`src/rtl/mc_pkg.sv`:
```
// Shared encodings for the multi-cycle MIPS control unit: state codes,
// ALU operation codes, opcode/funct constants and the registered control bundle.
package mc_pkg;

  typedef enum logic [3:0] {
    ST_IDLE     = 4'd0,
    ST_FETCH    = 4'd1,
    ST_DECODE   = 4'd2,
    ST_EXEC_R   = 4'd3,
    ST_WB_R     = 4'd4,
    ST_EXEC_I   = 4'd5,
    ST_WB_I     = 4'd6,
    ST_MEM_ADDR = 4'd7,
    ST_MEM_RD   = 4'd8,
    ST_MEM_WB   = 4'd9,
    ST_MEM_WR   = 4'd10,
    ST_BRANCH   = 4'd11,
    ST_HALT     = 4'd12
  } state_t;

  localparam logic [3:0] ALU_ADD  = 4'd0;
  localparam logic [3:0] ALU_SUB  = 4'd1;
  localparam logic [3:0] ALU_AND  = 4'd2;
  localparam logic [3:0] ALU_OR   = 4'd3;
  localparam logic [3:0] ALU_SLT  = 4'd4;
  localparam logic [3:0] ALU_TRAP = 4'hF;

  localparam logic [5:0] OP_RTYPE = 6'h00;
  localparam logic [5:0] OP_ADDI  = 6'h08;
  localparam logic [5:0] OP_LW    = 6'h23;
  localparam logic [5:0] OP_SW    = 6'h2B;
  localparam logic [5:0] OP_BEQ   = 6'h04;
  localparam logic [5:0] OP_BNE   = 6'h05;

  localparam logic [5:0] FN_ADD     = 6'h20;
  localparam logic [5:0] FN_SUB     = 6'h22;
  localparam logic [5:0] FN_AND     = 6'h24;
  localparam logic [5:0] FN_OR      = 6'h25;
  localparam logic [5:0] FN_SLT     = 6'h2A;
  localparam logic [5:0] FN_SYSCALL = 6'h0C;

  typedef struct packed {
    logic       pc_write;
    logic       ir_write;
    logic       halt;
    logic       mem_to_reg;
    logic       mem_write;
    logic       beq;
    logic       bne;
    logic [3:0] alu_op;
    logic       alu_src_b;
    logic       reg_write;
    logic       reg_dst;
  } ctrl_t;

endpackage

```
`src/rtl/mc_ctrl_fsm_if.sv`:
```
// Bundle between the datapath (master: supplies IR fields and Resume) and the
// control unit (slave: returns the control strobes and its state code).
interface mc_ctrl_fsm_if;
  // No valid/ready pair: Op/Func are sampled only during DECODE, and Resume is
  // a level that the control unit consumes only while in HALT (one exit per entry).
  logic [5:0] Op;
  logic [5:0] Func;
  logic       Resume;
  logic       PcWrite;
  logic       IrWrite;
  logic       Halt;
  logic       MemtoReg;
  logic       MemWrite;
  logic       Beq;
  logic       Bne;
  logic [3:0] AluOP;
  logic       AluSrcB;
  logic       RegWrite;
  logic       RegDst;
  logic [3:0] State;

  modport master (
    output Op, Func, Resume,
    input  PcWrite, IrWrite, Halt, MemtoReg, MemWrite, Beq, Bne,
    input  AluOP, AluSrcB, RegWrite, RegDst, State
  );

  modport slave (
    input  Op, Func, Resume,
    output PcWrite, IrWrite, Halt, MemtoReg, MemWrite, Beq, Bne,
    output AluOP, AluSrcB, RegWrite, RegDst, State
  );
endinterface

```
`src/rtl/mc_alu_dec.sv`:
```
// Funct-field decoder: maps an R-type funct to its ALU operation and flags
// whether it is one of the supported arithmetic/logic functs.
module mc_alu_dec
  import mc_pkg::*;
(
  input  logic [5:0] i_func,
  output logic [3:0] o_alu_op,
  output logic       o_legal
);

  always_comb begin
    o_alu_op = ALU_ADD;
    o_legal  = 1'b1;
    case (i_func)
      FN_ADD:  o_alu_op = ALU_ADD;
      FN_SUB:  o_alu_op = ALU_SUB;
      FN_AND:  o_alu_op = ALU_AND;
      FN_OR:   o_alu_op = ALU_OR;
      FN_SLT:  o_alu_op = ALU_SLT;
      default: o_legal  = 1'b0;
    endcase
  end

endmodule

```
`src/rtl/mc_ctrl_fsm.sv`:
```
// Multi-cycle MIPS control FSM with registered Moore outputs and halt/resume.
// Define MC_CTRL_ILLEGAL_TRAP_EN to trap unsupported instructions into HALT.
module mc_ctrl_fsm
  import mc_pkg::*;
(
  input  logic          clk,
  input  logic          rst_l,
  mc_ctrl_fsm_if.slave  bus
);

  state_t     r_state, w_next;
  logic [5:0] r_op, r_func, w_op, w_func;
  ctrl_t      r_ctrl, w_ctrl;
  logic [3:0] w_fn_alu;
  logic       w_fn_legal, w_is_syscall, w_supported;
`ifdef MC_CTRL_ILLEGAL_TRAP_EN
  logic       r_illegal, w_illegal_next;
`endif

  mc_alu_dec u_alu_dec (
    .i_func   (w_func),
    .o_alu_op (w_fn_alu),
    .o_legal  (w_fn_legal)
  );

  always_comb begin
    // In DECODE the IR fields are used directly; afterwards the latched copies.
    w_op         = (r_state == ST_DECODE) ? bus.Op   : r_op;
    w_func       = (r_state == ST_DECODE) ? bus.Func : r_func;
    w_is_syscall = (w_op == OP_RTYPE) && (w_func == FN_SYSCALL);
    case (w_op)
      OP_RTYPE:                                w_supported = w_fn_legal | w_is_syscall;
      OP_ADDI, OP_LW, OP_SW, OP_BEQ, OP_BNE:   w_supported = 1'b1;
      default:                                 w_supported = 1'b0;
    endcase

    w_next = r_state;
    case (r_state)
      ST_IDLE:   w_next = ST_FETCH;
      ST_FETCH:  w_next = ST_DECODE;
      ST_DECODE: begin
        if (!w_supported) begin
`ifdef MC_CTRL_ILLEGAL_TRAP_EN
          w_next = ST_HALT;
`else
          w_next = ST_FETCH;
`endif
        end else begin
          case (w_op)
            OP_RTYPE:       w_next = w_is_syscall ? ST_HALT : ST_EXEC_R;
            OP_ADDI:        w_next = ST_EXEC_I;
            OP_LW, OP_SW:   w_next = ST_MEM_ADDR;
            OP_BEQ, OP_BNE: w_next = ST_BRANCH;
            default:        w_next = ST_FETCH;
          endcase
        end
      end
      ST_EXEC_R:   w_next = ST_WB_R;
      ST_EXEC_I:   w_next = ST_WB_I;
      ST_MEM_ADDR: w_next = (w_op == OP_LW) ? ST_MEM_RD : ST_MEM_WR;
      ST_MEM_RD:   w_next = ST_MEM_WB;
      ST_WB_R, ST_WB_I, ST_MEM_WB, ST_MEM_WR, ST_BRANCH: w_next = ST_FETCH;
      ST_HALT:     w_next = bus.Resume ? ST_FETCH : ST_HALT;
      default:     w_next = ST_IDLE;
    endcase

`ifdef MC_CTRL_ILLEGAL_TRAP_EN
    w_illegal_next = r_illegal;
    if (r_state == ST_DECODE && !w_supported) w_illegal_next = 1'b1;
    else if (r_state == ST_HALT && bus.Resume) w_illegal_next = 1'b0;
`endif

    // Outputs are decoded from the next state so they register alongside State.
    w_ctrl = '0;
    case (w_next)
      ST_FETCH: begin
        w_ctrl.ir_write = 1'b1;
        w_ctrl.pc_write = 1'b1;
        w_ctrl.alu_op   = ALU_ADD;
      end
      ST_EXEC_R: w_ctrl.alu_op = w_fn_alu;
      ST_WB_R: begin
        w_ctrl.reg_write = 1'b1;
        w_ctrl.reg_dst   = 1'b1;
        w_ctrl.alu_op    = w_fn_alu;
      end
      ST_EXEC_I, ST_MEM_ADDR, ST_MEM_RD: begin
        w_ctrl.alu_src_b = 1'b1;
        w_ctrl.alu_op    = ALU_ADD;
      end
      ST_WB_I: begin
        w_ctrl.reg_write = 1'b1;
        w_ctrl.alu_src_b = 1'b1;
        w_ctrl.alu_op    = ALU_ADD;
      end
      ST_MEM_WR: begin
        w_ctrl.mem_write = 1'b1;
        w_ctrl.alu_src_b = 1'b1;
        w_ctrl.alu_op    = ALU_ADD;
      end
      ST_MEM_WB: begin
        w_ctrl.reg_write  = 1'b1;
        w_ctrl.mem_to_reg = 1'b1;
      end
      ST_BRANCH: begin
        w_ctrl.beq    = (w_op == OP_BEQ);
        w_ctrl.bne    = (w_op == OP_BNE);
        w_ctrl.alu_op = ALU_SUB;
      end
      ST_HALT: begin
        w_ctrl.halt = 1'b1;
`ifdef MC_CTRL_ILLEGAL_TRAP_EN
        if (w_illegal_next) w_ctrl.alu_op = ALU_TRAP;
`endif
      end
      default: w_ctrl = '0;
    endcase
  end

  always_ff @(posedge clk or negedge rst_l) begin
    if (!rst_l) begin
      r_state <= ST_IDLE;
      r_op    <= '0;
      r_func  <= '0;
      r_ctrl  <= '0;
    end else begin
      r_state <= w_next;
      r_ctrl  <= w_ctrl;
      if (r_state == ST_DECODE) begin
        r_op   <= bus.Op;
        r_func <= bus.Func;
      end
    end
  end

`ifdef MC_CTRL_ILLEGAL_TRAP_EN
  always_ff @(posedge clk or negedge rst_l) begin
    if (!rst_l) r_illegal <= 1'b0;
    else        r_illegal <= w_illegal_next;
  end
`endif

  assign bus.PcWrite  = r_ctrl.pc_write;
  assign bus.IrWrite  = r_ctrl.ir_write;
  assign bus.Halt     = r_ctrl.halt;
  assign bus.MemtoReg = r_ctrl.mem_to_reg;
  assign bus.MemWrite = r_ctrl.mem_write;
  assign bus.Beq      = r_ctrl.beq;
  assign bus.Bne      = r_ctrl.bne;
  assign bus.AluOP    = r_ctrl.alu_op;
  assign bus.AluSrcB  = r_ctrl.alu_src_b;
  assign bus.RegWrite = r_ctrl.reg_write;
  assign bus.RegDst   = r_ctrl.reg_dst;
  assign bus.State    = r_state;

endmodule

```
`src/flat_wrapper.sv`:
```
// flat-port wrapper written by rule: the top's interface ports become plain ports
module mc_ctrl_fsm_flat import mc_pkg::*;
  (clk, rst_l, bus_Op, bus_Func, bus_Resume, bus_PcWrite, bus_IrWrite, bus_Halt, bus_MemtoReg, bus_MemWrite, bus_Beq, bus_Bne, bus_AluOP, bus_AluSrcB, bus_RegWrite, bus_RegDst, bus_State);
  mc_ctrl_fsm_if bus_i ();
  input  logic clk;
  input  logic rst_l;
  input wire logic [$bits(bus_i.Op)-1:0] bus_Op;
  input wire logic [$bits(bus_i.Func)-1:0] bus_Func;
  input wire logic [$bits(bus_i.Resume)-1:0] bus_Resume;
  output wire logic [$bits(bus_i.PcWrite)-1:0] bus_PcWrite;
  output wire logic [$bits(bus_i.IrWrite)-1:0] bus_IrWrite;
  output wire logic [$bits(bus_i.Halt)-1:0] bus_Halt;
  output wire logic [$bits(bus_i.MemtoReg)-1:0] bus_MemtoReg;
  output wire logic [$bits(bus_i.MemWrite)-1:0] bus_MemWrite;
  output wire logic [$bits(bus_i.Beq)-1:0] bus_Beq;
  output wire logic [$bits(bus_i.Bne)-1:0] bus_Bne;
  output wire logic [$bits(bus_i.AluOP)-1:0] bus_AluOP;
  output wire logic [$bits(bus_i.AluSrcB)-1:0] bus_AluSrcB;
  output wire logic [$bits(bus_i.RegWrite)-1:0] bus_RegWrite;
  output wire logic [$bits(bus_i.RegDst)-1:0] bus_RegDst;
  output wire logic [$bits(bus_i.State)-1:0] bus_State;
  assign bus_i.Op = bus_Op;
  assign bus_i.Func = bus_Func;
  assign bus_i.Resume = bus_Resume;
  assign bus_PcWrite = bus_i.PcWrite;
  assign bus_IrWrite = bus_i.IrWrite;
  assign bus_Halt = bus_i.Halt;
  assign bus_MemtoReg = bus_i.MemtoReg;
  assign bus_MemWrite = bus_i.MemWrite;
  assign bus_Beq = bus_i.Beq;
  assign bus_Bne = bus_i.Bne;
  assign bus_AluOP = bus_i.AluOP;
  assign bus_AluSrcB = bus_i.AluSrcB;
  assign bus_RegWrite = bus_i.RegWrite;
  assign bus_RegDst = bus_i.RegDst;
  assign bus_State = bus_i.State;
  mc_ctrl_fsm u_core (.clk(clk), .rst_l(rst_l), .bus(bus_i));
endmodule
```
`config.mk`:
```
export PLATFORM = sky130hd
export DESIGN_NAME = mc_ctrl_fsm_flat
export DESIGN_NICKNAME = d
export VERILOG_FILES = /design/src/rtl/mc_pkg.sv /design/src/rtl/mc_ctrl_fsm_if.sv /design/src/rtl/mc_alu_dec.sv /design/src/rtl/mc_ctrl_fsm.sv /design/src/flat_wrapper.sv
export SDC_FILE = /design/constraint.sdc
export NUM_CORES = 1
export LEC_CHECK = 0
export CORE_ASPECT_RATIO = 1.1
export CORE_UTILIZATION = 49
export DETAILED_ROUTE_END_ITERATION = 8
export PLACE_DENSITY_LB_ADDON = 0.15
export SLEW_MARGIN = 20
export SYNTH_ARGS = -nofsm -noshare
export SYNTH_HDL_FRONTEND = slang
export SYNTH_SLANG_ARGS = --single-unit
```
`constraint.sdc`:
```
create_clock -name clk -period 2.7 [get_ports clk]
set_clock_uncertainty 0.05 [all_clocks]
set_input_delay 0.54 -clock clk [delete_from_list [all_inputs] [get_ports clk]]
set_output_delay 0.54 -clock clk [all_outputs]
set_load 0.02 [all_outputs]
```
==> results_dict.tcl, run 1 <==
set metrics [dict create \
    finalSetupViolations 0 \
    final_cells 219 \
    grtUsageMet1 0.329 \
    synthTopCellsByArea "dfrtp_1 (48%), nand2_1 (8.0%), o21ai_0 (3.4%)" \
    ys.warnings.count 0 \
    synth-edff-count 0 \
    dieArea_um2 3200 \
    clkSlewWorstSetupHoldPaths_ps 140 \
    grtUsageTotal 0.224 \
    run_status "finished, final reports clean" \
    cp_num_buf_inv 0 \
    yosys.area_share.simple 0.296 \
    cts_setup_buffers 0 \
    wire_per_inst_um 14.2 \
    rr_worst_depth 5 \
    syn-instance-count 157 \
    grt_pass1_vias 1093 \
    coreArea_um2 2800 \
    fill_cells 250 \
    cts_buffer_depth 2 \
    crit_family "simple AND/OR/NAND/NOR gates" \
    dpl.hpwl_mm 2.34 \
    cp-start-kind "flip-flop" \
    arrival_ps 2440 \
    cap_violations 0 \
    gr-usage-met3 0.0256 \
    clock_sinks 28 \
    fin_nets 203 \
    synthAdderAreaFrac 0 \
    cts_root_buffer "clkbuf_4" \
    rsz0062_at_grt "no" \
    fin_setup_tns_ps 0 \
    cp_data_required_time_ps 2890 \
    crit_fanout 19 \
    grt.busiest_layer "met2" \
    core.rowCount 20 \
    chipHeight_um 59.3 \
    overflow 0 \
    crit_chain "or4b_4 > or3_1 > o211ai_2 > nor2_1 > o31ai_2" \
    post-route-period-util 0.834 \
    antenna_found_initial 0 \
    cts_tree "yes" \
    max_stage_delay_ps 700 \
    synth_compound_area_frac 0.159 \
    drt-initial-drc-count 38 \
    drive_gt1_frac 0.0753 \
    synth_top_family_by_area "simple AND/OR/NAND/NOR gates" \
    grt_pass1_wl_mm 5.12 \
    numPortBuffers 31 \
    ys_types 42 \
    synthesis.nets 172 \
    postRouteWirelength_mm 3.11 \
    cp-end-kind "flip-flop" \
    dp_cells 216 \
    crit_cells 5 \
    peakVddDrop_mv 0.606 \
    hold_class "flip-flop to flip-flop" \
    power.leakage_nw 0.788 \
    syn_area_um2 1460 \
    grt_start_max_net_pins 29 \
    synth_mux_area_frac 0 \
    synth.avg_cell_area_um2 9.30 \
    h-tree-depth 1 \
    synth_xor_area_frac 0 \
    die_x_um 54.1 \
    dr.pass1.iters 4 \
    synth_top_cell_by_area "dfrtp_1" \
    ys.flop_type "dfrtp_1" \
    globalplace.congestion 0.857 \
    synth-seq-cells 28 \
    min_period_ps 2250 \
    clock_latency_ps 320 \
    maxSlewViolCount 0 \
    cts_resized 0 \
    power_density_nw_per_um2 908 \
    hold_viol 0 \
    most-common-layout-cells "nand2_1 (31), clkdlybuf4s50_1 (31), dfrtp_1 (28)" \
    layout-area-overhead-vs-synth_pct 23.5 \
    slowest_stage "or4b_4" \
    holdPathStages 2 \
    yosysTopAreaCellShare 0.480 \
    synthArstFlopShare 1.00 \
    viasPerCell 5.64 \
    critPathKind "flip-flop to flip-flop" \
    max_freq_ghz 0.444 \
    drc 0 \
    start_util 0.521 \
    cts_hold_buf 0 \
    yosysSeqAreaShare 0.480 \
    pin_count 33 \
    vias 1236 \
    grtUsageMet2 0.342 \
    n_antenna_cell 0 \
    postRouteAntennaNets 0 \
    cts_made_buffers 3 \
]
[worst paths after layout]
check                               startpoint                  end  slack, ps
max                        u_core.bus.State[0]   u_core.bus.AluSrcB        450
min                             u_core.r_op[2]       u_core.r_op[2]        440
max reg2reg                u_core.bus.State[0]   u_core.bus.AluSrcB        450
min reg2reg                     u_core.r_op[2]       u_core.r_op[2]        440
max in group asynchronous                rst_l       u_core.r_op[0]       1830
min in group asynchronous                rst_l  u_core.bus.AluOP[2]        520
[metrics by stage]
stage	power [W]	setup slack [ps]	hold slack [ps]	instance area, µm²	utilization
floorplan	0.00123	503	194	1460	-
global placement	0.00145	143	406	1780	0.635
detailed placement	0.00148	141	410	1780	0.635
CTS	0.00164	445	442	1800	0.643
global route	0.00177	335	486	1800	0.643
finish	0.00164	449	442	1800	0.643
[logic make-up (layout without fill, tap and decap cells)]
family / count (synthesis) / in the layout
and+or+nand+nor: 78 / 78
buffers and inverters: 17 / 46
DFF: 28 / 28
other: 1 / 1
AOI/OAI and AO/OA: 33 / 33
[sequential cells by signal, indices dropped and copies added (netlist names)]
register / count
u_core.r_func: 6
u_core.r_op: 6
u_core.bus.State: 4
u_core.bus.AluOP: 3
u_core.bus.AluSrcB: 1
u_core.bus.Beq: 1
u_core.bus.Bne: 1
u_core.bus.Halt: 1
u_core.bus.IrWrite: 1
u_core.bus.MemWrite: 1
u_core.bus.MemtoReg: 1
u_core.bus.RegDst: 1
u_core.bus.RegWrite: 1
[worst register-to-register path, stage by stage (launching register included)]
cell      delay [ps]
dfrtp_1          500
or4b_4           700
or3_1            390
o211ai_2         200
nor2_1           110
o31ai_2          230
[power by group]
part / total [W] / switching (W) / internal [W]
clock network: 0.000166 / 0.000114 / 0.0000523
registers: 0.000686 / 0.000117 / 0.000568
logic: 0.000786 / 0.000431 / 0.000354
total: 0.00164 / 0.000663 / 0.000975
[layout make-up]
type,count,area (µm²),area share
clock buffers,3,22.5,0.0125
inverters,8,30.0,0.0167
multi-input cells,112,668,0.371
flip-flops and latches,28,701,0.389
well taps,33,41.3,0.0229
repair buffers,35,340,0.189
[layer usage]
layer | wire length, µm | vias to the layer above
li1 | - | 610
met1 | 1500 | 592
met2 | 1470 | 27
met3 | 91 | 7
met4 | 56 | 0
met5 | 0 | -
[synth_stat cells (all sizes together) (3+ instances only)]
cell type,number
o21ai,10
nand3b,5
nand3,3
buf,6
dfrtp,28
nand4,3
inv,8
nor3b,3
clkbuf,3
nor2,7
nor4b,5
nor3,6
nand2b,3
nor2b,5
a21oi,5
nand2,31
No activity file was read; power rests on OpenSTA's default activity.
==> run 2: changes to the inputs <==
==> constraint.sdc (replaced) <==
create_clock -name clk -period 2.32 [get_ports clk]
set_clock_uncertainty 0.05 [all_clocks]
set_input_delay 0.464 -clock clk [delete_from_list [all_inputs] [get_ports clk]]
set_output_delay 0.464 -clock clk [all_outputs]
set_load 0.02 [all_outputs]
==> run 2 against run 1 <==
Global-route usage increased by 1.4 points. Wire length rose by 7.3%. Clock power is 43% higher. Via count rose by 7.7%. Die area unchanged. Final cell count increased by 10%. Total power increased by 23%. Sequential power up 10%. Worst setup slack lost 220 ps. Worst hold slack got worse by 14 ps. Cell area is 9.5% higher. First-iteration DRC count is 71% higher.
==> results_dict.tcl, run 2 (same netlist as run 1, synthesis figures left out) <==
set metrics [dict create \
    critPathKind "primary input to flip-flop" \
    most-common-layout-cells "nand2_1 (31), clkdlybuf4s50_1 (31), dfrtp_1 (28)" \
    core.rowCount 20 \
    dpl.hpwl_mm 2.62 \
    postRouteAntennaNets 0 \
    cp_num_buf_inv 3 \
    globalplace.congestion 0.891 \
    die_x_um 54.1 \
    vias 1331 \
    drc 0 \
    viasPerCell 5.52 \
    maxSlewViolCount 0 \
    pin_count 33 \
    post-route-period-util 0.903 \
    cts_setup_buffers 0 \
    power_density_nw_per_um2 1020 \
    power.leakage_nw 0.898 \
    cts_resized 0 \
    overflow 0 \
    peakVddDrop_mv 0.704 \
    numPortBuffers 31 \
    clock_latency_ps 330 \
    start_util 0.521 \
    cts_hold_buf 0 \
    antenna_found_initial 0 \
    postLayoutCellArea_um2 1970 \
    grt_start_max_net_pins 29 \
    crit_chain "clkdlybuf4s50_1 > buf_4 > nor3_1 > buf_4 > nand4_1 > a21oi_1 > a21oi_1 > nor3_1" \
    cts_root_buffer "clkbuf_4" \
    place_ws_ps -100 \
    fin_nets 224 \
    fill_cells 237 \
    finalSetupViolations 0 \
    clkSlewWorstSetupHoldPaths_ps 150 \
    dr.pass1.iters 4 \
    grt_pass1_vias 1255 \
    run_status "finished, final reports clean" \
    grt_pass1_wl_mm 5.44 \
    crit_family "buffers and inverters" \
    dpl_cell_area_um2 1940 \
    drive_gt1_frac 0.173 \
    power.total_w 0.00201 \
    max_freq_ghz 0.478 \
    hold_class "primary input to asynchronous set/reset pin" \
    min_period_ps 2090 \
    slowest_stage "clkdlybuf4s50_1" \
    h-tree-depth 1 \
    cp-end-kind "flip-flop" \
    cts_made_buffers 3 \
    arrival_ps 2280 \
    rsz0062_at_grt "no" \
    crit_fanout 4 \
    postRouteWirelength_mm 3.34 \
    clock_sinks 28 \
    layout-area-overhead-vs-synth_pct 35.2 \
    dieArea_um2 3200 \
    worst_slack_ps 226 \
    coreArea_um2 2800 \
    max_stage_delay_ps 410 \
    cp_data_required_time_ps 2510 \
    chipHeight_um 59.3 \
    wire_per_inst_um 13.9 \
    cp-start-kind "primary input" \
    cts_tree "yes" \
    drt-initial-drc-count 65 \
    cts_buffer_depth 2 \
    cap_violations 0 \
    hold_viol 0 \
    grtUsageTotal 0.239 \
    n_antenna_cell 0 \
]
run 2: changes by cell type in the layout (fill, tap and decap cells not counted):
cell	before	now
buf_4	4	25
clkbuf_8	0	1
run 2: metal layers:
layer	GRT usage	up-vias	part of all wire
li1	-	653	-
met1	0.312	627	0.45
met2	0.388	43	0.49
met3	0.0359	8	0.044
met4	0.103	0	0.016
met5	0	-	0
run 2: worst reg2reg max path: stages (launching register included):
cell and delay [ps]:
dfrtp_1 400, or4b_4 540, or3_1 340, o211ai_2 180, nor2_1 110, o31ai_2 250
run 2: layout make-up:
cell class / instances / area [µm²] / area share
clock buffer: 4 / 36.3 / 0.0184
tap: 33 / 41.3 / 0.0209
multi-input combinational: 112 / 668 / 0.338
inverter: 8 / 30.0 / 0.0152
sequential: 28 / 701 / 0.355
timing repair buffer: 56 / 498 / 0.252
run 2: final timing paths:
kind | from | endpoint | slack, ps | cells past startpoint
setup / recovery | bus_Op[2] | u_core.bus.AluOP[1] | 230 | 8
max in group asynchronous | rst_l | u_core.r_op[4] | 1530 | 2
hold / removal | rst_l | u_core.bus.AluOP[2] | 430 | 2
min in group clk | u_core.r_op[4] | u_core.r_op[4] | 440 | 2
hold reg to reg | u_core.r_op[4] | u_core.r_op[4] | 440 | 2
setup reg to reg | u_core.bus.State[0] | u_core.bus.AluSrcB | 370 | 5
run 2: per-stage QoR:
step	util	hold slack (ps)	instances	setup TNS [ps]
2_1_floorplan	-	118	157	0
3_3_place_gp	0.692	406	237	-218
3_5_place_dp	0.692	413	237	-199
4_1_cts	0.704	446	241	0
5_1_grt	0.704	462	241	0
6_report	0.704	428	241	0
run 2: power breakdown:
part           switching, W  internal (W)
combinational      0.000547      0.000469
clock              0.000142     0.0000962
sequential        0.0000946      0.000661
total              0.000784       0.00123
